File: src/rtl/rgu_output_fifo.sv
// rtl/rgu_output_fifo.sv - Ray output FIFO with drop-on-overflow; optional oAlmostFull via RGU_FIFO_ALMOST_FULL_EN.
module rgu_output_fifo #(
  parameter int DATA_WIDTH        = 32,
  parameter int ADDR_WIDTH        = 4,
  parameter int ALMOST_FULL_LEVEL = 12
) (
  input  logic                  iClock,
  input  logic                  iReset,
  input  logic                  iPush,
  input  logic [DATA_WIDTH-1:0] iData,
  output logic                  oValid,
  output logic [DATA_WIDTH-1:0] oData,
  input  logic                  iReady,
  output logic [ADDR_WIDTH:0]   oCount,
  output logic                  oEmpty,
  output logic                  oFull,
  output logic                  oOverflow,
  input  logic                  iClearOverflow
`ifdef RGU_FIFO_ALMOST_FULL_EN
  ,
  output logic                  oAlmostFull
`endif
);

  localparam int DEPTH = 1 << ADDR_WIDTH;
  localparam logic [ADDR_WIDTH:0]   CNT_DEPTH = {1'b1, {ADDR_WIDTH{1'b0}}};
  localparam logic [ADDR_WIDTH:0]   CNT_ONE   = {{ADDR_WIDTH{1'b0}}, 1'b1};
  localparam logic [ADDR_WIDTH-1:0] PTR_ONE   = {{(ADDR_WIDTH-1){1'b0}}, 1'b1};

  logic [DATA_WIDTH-1:0] r_mem [DEPTH];
  logic [ADDR_WIDTH-1:0] r_wr_ptr;
  logic [ADDR_WIDTH-1:0] r_rd_ptr;
  logic [ADDR_WIDTH:0]   r_count;
  logic                  r_overflow;

  logic                  w_pop;
  logic                  w_push_ok;
  logic                  w_drop;
  logic [ADDR_WIDTH:0]   w_count_next;

  // Status decodes depend only on registered count, never on inputs.
  assign oEmpty    = (r_count == '0);
  assign oFull     = (r_count == CNT_DEPTH);
  assign oValid    = !oEmpty;
  assign oData     = r_mem[r_rd_ptr];
  assign oCount    = r_count;
  assign oOverflow = r_overflow;

  assign w_pop     = oValid & iReady;
  assign w_push_ok = iPush & (!oFull | w_pop);
  assign w_drop    = iPush & !w_push_ok;

  always_comb begin
    w_count_next = r_count;
    if (w_push_ok && !w_pop) begin
      w_count_next = r_count + CNT_ONE;
    end else if (!w_push_ok && w_pop) begin
      w_count_next = r_count - CNT_ONE;
    end
  end

  // Storage is intentionally not reset; pointers and count define validity.
  always_ff @(posedge iClock) begin
    if (w_push_ok) begin
      r_mem[r_wr_ptr] <= iData;
    end
  end

  always_ff @(posedge iClock or negedge iReset) begin
    if (!iReset) begin
      r_wr_ptr   <= '0;
      r_rd_ptr   <= '0;
      r_count    <= '0;
      r_overflow <= 1'b0;
    end else begin
      if (w_push_ok) begin
        r_wr_ptr <= r_wr_ptr + PTR_ONE;
      end
      if (w_pop) begin
        r_rd_ptr <= r_rd_ptr + PTR_ONE;
      end
      r_count <= w_count_next;
      // A drop in the same cycle as a clear keeps the flag set.
      if (w_drop) begin
        r_overflow <= 1'b1;
      end else if (iClearOverflow) begin
        r_overflow <= 1'b0;
      end
    end
  end

`ifdef RGU_FIFO_ALMOST_FULL_EN
  localparam logic [ADDR_WIDTH:0] CNT_AF_LEVEL = ALMOST_FULL_LEVEL[ADDR_WIDTH:0];

  logic r_almost_full;

  assign oAlmostFull = r_almost_full;

  always_ff @(posedge iClock or negedge iReset) begin
    if (!iReset) begin
      r_almost_full <= 1'b0;
    end else begin
      r_almost_full <= (w_count_next >= CNT_AF_LEVEL);
    end
  end
`endif

endmodule

File: config.mk
export PLATFORM = sky130hd
export DESIGN_NAME = rgu_output_fifo
export DESIGN_NICKNAME = d
export VERILOG_FILES = /design/src/rtl/rgu_output_fifo.sv
export SDC_FILE = /design/constraint.sdc
export NUM_CORES = 1
export LEC_CHECK = 0
export CAP_MARGIN = 10
export CORE_ASPECT_RATIO = 0.75
export CORE_MARGIN = 8
export CORE_UTILIZATION = 55
export CTS_BUF_LIST = sky130_fd_sc_hd__clkbuf_8
export CTS_CLUSTER_DIAMETER = 200
export DETAILED_ROUTE_END_ITERATION = 16
export MAX_ROUTING_LAYER = met4
export PLACE_DENSITY = 0.83
export RECOVER_POWER = 25
export SLEW_MARGIN = 20
export SYNTH_ARGS = -nofsm -noshare
export SYNTH_HDL_FRONTEND = slang
export SYNTH_SLANG_ARGS = --single-unit
export TNS_END_PERCENT = 20
File: constraint.sdc
create_clock -name iClock -period 5.3 [get_ports iClock]
set_clock_uncertainty 0.15 [all_clocks]
set_input_delay 0.795 -clock iClock [delete_from_list [all_inputs] [get_ports iClock]]
set_output_delay 0.795 -clock iClock [all_outputs]
set_load 0.05 [all_outputs]
After elaboration in Yosys (flattened, before gate mapping)
Memory sizes are Yosys's and may differ from the RTL's.
Index checks and enable logic that the tools add are counted.
Word-level totals
  memory bits (writable): 512
  logic and storage cells: 29
  memories kept: 1
  flip-flop bits (word level): 14
Cells by class
  add/sub/neg operators: 4
  reduce and logical (&&, ||, !) cells: 9
  muxes and demuxes: 6
  equality and inequality tests: 1
  bitwise logic cells: 4
Memories
  r_mem: depth 16, bits a word 32, read ports 1, clocked after Yosys merged registers in 0, write ports 1, RTL line 30  | logic [DATA_WIDTH-1:0] r_mem [DEPTH];
Operators by type and width (number)
  two-way mux 5 bit: 2
  adder 4 x 1 -> 4 bit (second input constant): 2
  adder 5 x 1 -> 5 bit (second input constant): 1
  == test 5 bit (second input constant): 1
  zero test 5 bit: 1
  subtractor 5 x 1 -> 5 bit (second input constant): 1
  zero test 1 bit: 4
  two-way mux 1 bit: 4
  nonzero test 2 bit: 2
  AND 1 bit: 3
  logical AND 1 bit: 2
  bitwise OR 1 bit: 1

Depth between registers and ports, before layout
  depth after elaboration: 9
  depth in mapped cells: 11
  gate-level depth less buffers: 11

Least setup slack after synthesis
No wires, ideal clock.
  kind: register to register
  from: register r_count[0], in the netlist oCount[0]
  to: memory r_mem[0][0] (enable)
  setup time: 0.461 ns
  path buffers: 1
  slack: 1.159 ns
  arrival: 3.530 ns
  cell stages (with the launch flop): 6
  period minus slack after synthesis: 4.141 ns
  required time: 4.689 ns
  cell sequence: dfrtp_1 > or4_4 > or2_4 > nand2b_1 > buf_2 > nor3_1
Between the ends
  word-level cells in the longest chain between the ends: 7
  elaborated cells between the ends (all ways): 9
  those cells by class: eq/ne: 1; mux: 2; bitwise: 3; reduce/logical: 3
RTL lines
  from (decl): RTL line 33  | logic [ADDR_WIDTH:0] r_count;
  from (signal assigned): RTL line 82  | r_count <= w_count_next;
  zero test 5 bit: RTL line 42  | assign oEmpty = (r_count == '0);
  zero test 1 bit: RTL line 44  | assign oValid = !oEmpty;
  AND 1 bit: RTL line 49  | assign w_pop = oValid & iReady;
  bitwise OR 1 bit *: RTL line 50  | assign w_push_ok = iPush & (!oFull | w_pop);
  AND 1 bit *: RTL line 50
  two-way mux 1 bit *: RTL line 64  | if (w_push_ok) begin
  two-way mux 1 bit (not written as such) *: RTL line 65  | r_mem[r_wr_ptr] <= iData;
  to (decl): RTL line 30
Mark *: on every way between the ends. The rest lies on a longest branch, timed or not.

Worst setup path after layout
  from: register r_rd_ptr[0]
  to: output oData[1]
Between the ends
  word-level cells in the longest chain between the ends: 1
RTL lines
  from (decl): RTL line 32  | logic [ADDR_WIDTH-1:0] r_rd_ptr;
  from (signal assigned): RTL line 80  | r_rd_ptr <= r_rd_ptr + PTR_ONE;
  memory (16 x 32 bit)
  to (decl): RTL line 12  | output logic [DATA_WIDTH-1:0] oData,
Every way passes these cells.

==> results.sh <==
export IMPL_rsz0062_at_grt="false"
export IMPL_combPwrFrac_pct=35.8
export IMPL_die_y_um=181
export IMPL_drtIter0Drc=1035
export IMPL_htreeDepth=3
export IMPL_vias=9575
export IMPL_core_area_um2=35900
export IMPL_max_freq_ghz=0.222
export IMPL_crit_path_max_fanout=43
export IMPL_synth_top_area_share_pct=76.7
export IMPL_cts_buffer_depth=3
export IMPL_yosysTopAreaCell="edfxtp_1"
export IMPL_cts_sinks=526
export IMPL_drive_gt1_share_pct=26.4
export IMPL_yosys_cell_types_count=36
export IMPL_grt_start_max_net_pins=84
export IMPL_crit_type="flip-flop to output pin"
export IMPL_syn2layout_area_growth_pct=14.6
export IMPL_start_util_pct=55.9
export IMPL_fin_nets=1070
export IMPL_drv_cap=0
export IMPL_finalCritPeriodShare_pct=84.9
export IMPL_status="finished, final reports clean"
export IMPL_synth_area_um2=20100
export IMPL_grt_overflow=0
export IMPL_seq_area_frac_synth_pct=78.4
export IMPL_numCtsBuffers=76
export IMPL_crit_required_ns=4.36
export IMPL_final_cell_area_um2=23000
export IMPL_p_total_mw=13.1
export IMPL_routed_wl_mm=42.1
export IMPL_worst_slew_pin_slew_ns=1.05
export IMPL_internal_power_mw=8.46
export IMPL_setup_tns_ns=0
export IMPL_final_common_cell="edfxtp_1"
export IMPL_ant_nets=0
export IMPL_finalHoldViolCount=0
export IMPL_ir_drop_mv=0.415
export IMPL_hold_buffers=0
export IMPL_switching_share_pct=35.3
export IMPL_cts_resized_gates=0
export IMPL_hold_slack_ns=0.366
export IMPL_grt_pass1_wl_mm=63.4
export IMPL_wl_per_cell_um=27.2
export IMPL_dp_slack_ns=1.35
export IMPL_critPathLaunchType="flip-flop"
export IMPL_io_pin_count=78
export IMPL_syn_nets=936
export IMPL_clk_pin_slew_ns=0.07
export IMPL_critPathCaptureType="output pin"
export IMPL_dp_hpwl_mm=23.0
export IMPL_fin_crit_ns=4.50
export IMPL_gp_congestion=0.755
export IMPL_insertion_delay_ns=0.60
export IMPL_root_buffer="clkbuf_8"
export IMPL_synth_area_per_cell_um2=22.6
export IMPL_port_buffers=77
export IMPL_cts_tree="built"
export IMPL_maxSlewHeadroom_pct=29.8
export IMPL_final_cell_mix="512 x edfxtp_1, 128 x mux4_2, 78 x clkbuf_8"
export IMPL_viasPerCell=6.18
export IMPL_powerDensity_nw_per_um2=568
export IMPL_setup_slack_ns=0.800
export IMPL_drtPass1Iterations=7
export IMPL_antenna_found_initial=4
export IMPL_p_seq_share_pct=40.7
export IMPL_postSynthCellCount=889
export IMPL_leakage_nw=7.39
export IMPL_dpl_cell_area_um2=21500
export IMPL_cts_setup_buffers=0
export IMPL_setup_viol=0
export IMPL_grt_pass1_vias=10100
export IMPL_switchingPower_mw=4.61
export IMPL_synth_seq_cells=526
export IMPL_die_w_um=236
export IMPL_drv_slew=0
export IMPL_grt_use_total_pct=20.3
export IMPL_die_area_um2=42900
export IMPL_hold_path_class="flip-flop to flip-flop"
export IMPL_row_count=60
export IMPL_drc=0
export IMPL_power_frac_clock_pct=23.5
export IMPL_synth_area_leaders="edfxtp_1 77%, mux4_2 14%, a22oi_1 2.4%, dfrtp_1 1.7%, nand2_1 0.77%"
export IMPL_yosysWarnings=0
export IMPL_arrival_ns=3.56
cells by family after synthesis:
group / count (synthesis) / synth area share, %
AOI/OAI and AO/OA: 76 / 2.79
xor gates and xnor gates: 9 / 0.393
adders and majority gates: 10 / 0.661
buffers and inverters: 56 / 1.38
DFF: 526 / 78.4
muxes: 132 / 14.6
and+or+nand+nor: 80 / 1.77
layer usage:
metal / global-route usage (%) / share of wire [%] / vias to the layer above
met1: 27.7 / 41 / 5001
met5: - / 0 / -
met4: 6.12 / 2.1 / 0
met3: 4.31 / 7.9 / 73
met2: 31.2 / 48 / 467
li1: - / - / 4034
power by group through the flow:
stage,clock network (mW),registers [mW],logic [mW]
6_report,3.07,5.32,4.67
5_1_grt,3.29,5.36,4.95
4_1_cts,3.12,5.32,4.74
3_5_place_dp,0,5.41,4.71
3_3_place_gp,0,5.38,4.67
2_1_floorplan,0,5.29,3.32
critical path: stages, from the launching register on:
cell and delay, ns:
dfrtp_4 0.87, buf_12 0.41, mux4_2 0.55, a22oi_1 0.21
nand2_1 0.15, clkdlybuf4s50_1 0.74
synth_stat cells (all sizes together):
cell type,number
edfxtp,512
buf,26
xnor2,6
or4,1
nand2,42
or2,1
ha,9
o22ai,1
nor4,2
fa,1
nor2b,2
clkbuf,22
o21a,1
a21o,2
and2,2
nor2,14
dfrtp,14
o21ai,4
inv,8
nand3,5
o31ai,1
nand4,1
mux4,128
xor2,3
a2111oi,1
nand2b,3
mux2i,1
a21oi,2
a22oi,64
nor3,7
mux2,3
final timing paths:
path	startpoint	end	slack, ns	depth (start not counted)
worst min register to register	r_wr_ptr[2]$_DFFE_PN0P_	r_wr_ptr[2]$_DFFE_PN0P_	0.37	1
max in group asynchronous	iReset	r_rd_ptr[0]$_DFFE_PN0P_	3.95	1
worst max register to register	oCount[3]$_DFFE_PN0P_	oCount[4]$_DFFE_PN0P_	1.96	9
worst min-delay path	r_wr_ptr[2]$_DFFE_PN0P_	r_wr_ptr[2]$_DFFE_PN0P_	0.37	1
min in group asynchronous	iReset	oCount[2]$_DFFE_PN0P_	0.53	1
worst max-delay path	r_rd_ptr[0]$_DFFE_PN0P_	oData[1]	0.80	5
through the flow:
step	cells	util [%]
2_1_floorplan	889	-
3_3_place_gp	1410	60.0
3_5_place_dp	1410	60.0
4_1_cts	1545	64.0
5_1_grt	1549	64.0
6_report	1549	64.0
sequential cells by signal, indices dropped and copies added, names as in the netlist:
signal / count
oOverflow: 1
r_wr_ptr: 4
oCount: 5
r_mem: 512
r_rd_ptr: 4
final cells by class:
type	count	area [µm²]
sequential	526	15700
inverter	8	30.0
clock buffer	78	1070
tap	465	582
clock inverter	57	357
timing repair buffer	104	1010
multi-input combinational	307	4190
fill	2285	12900
antenna	4	10.0
Note: power is estimated with default switching activity, not from simulation.
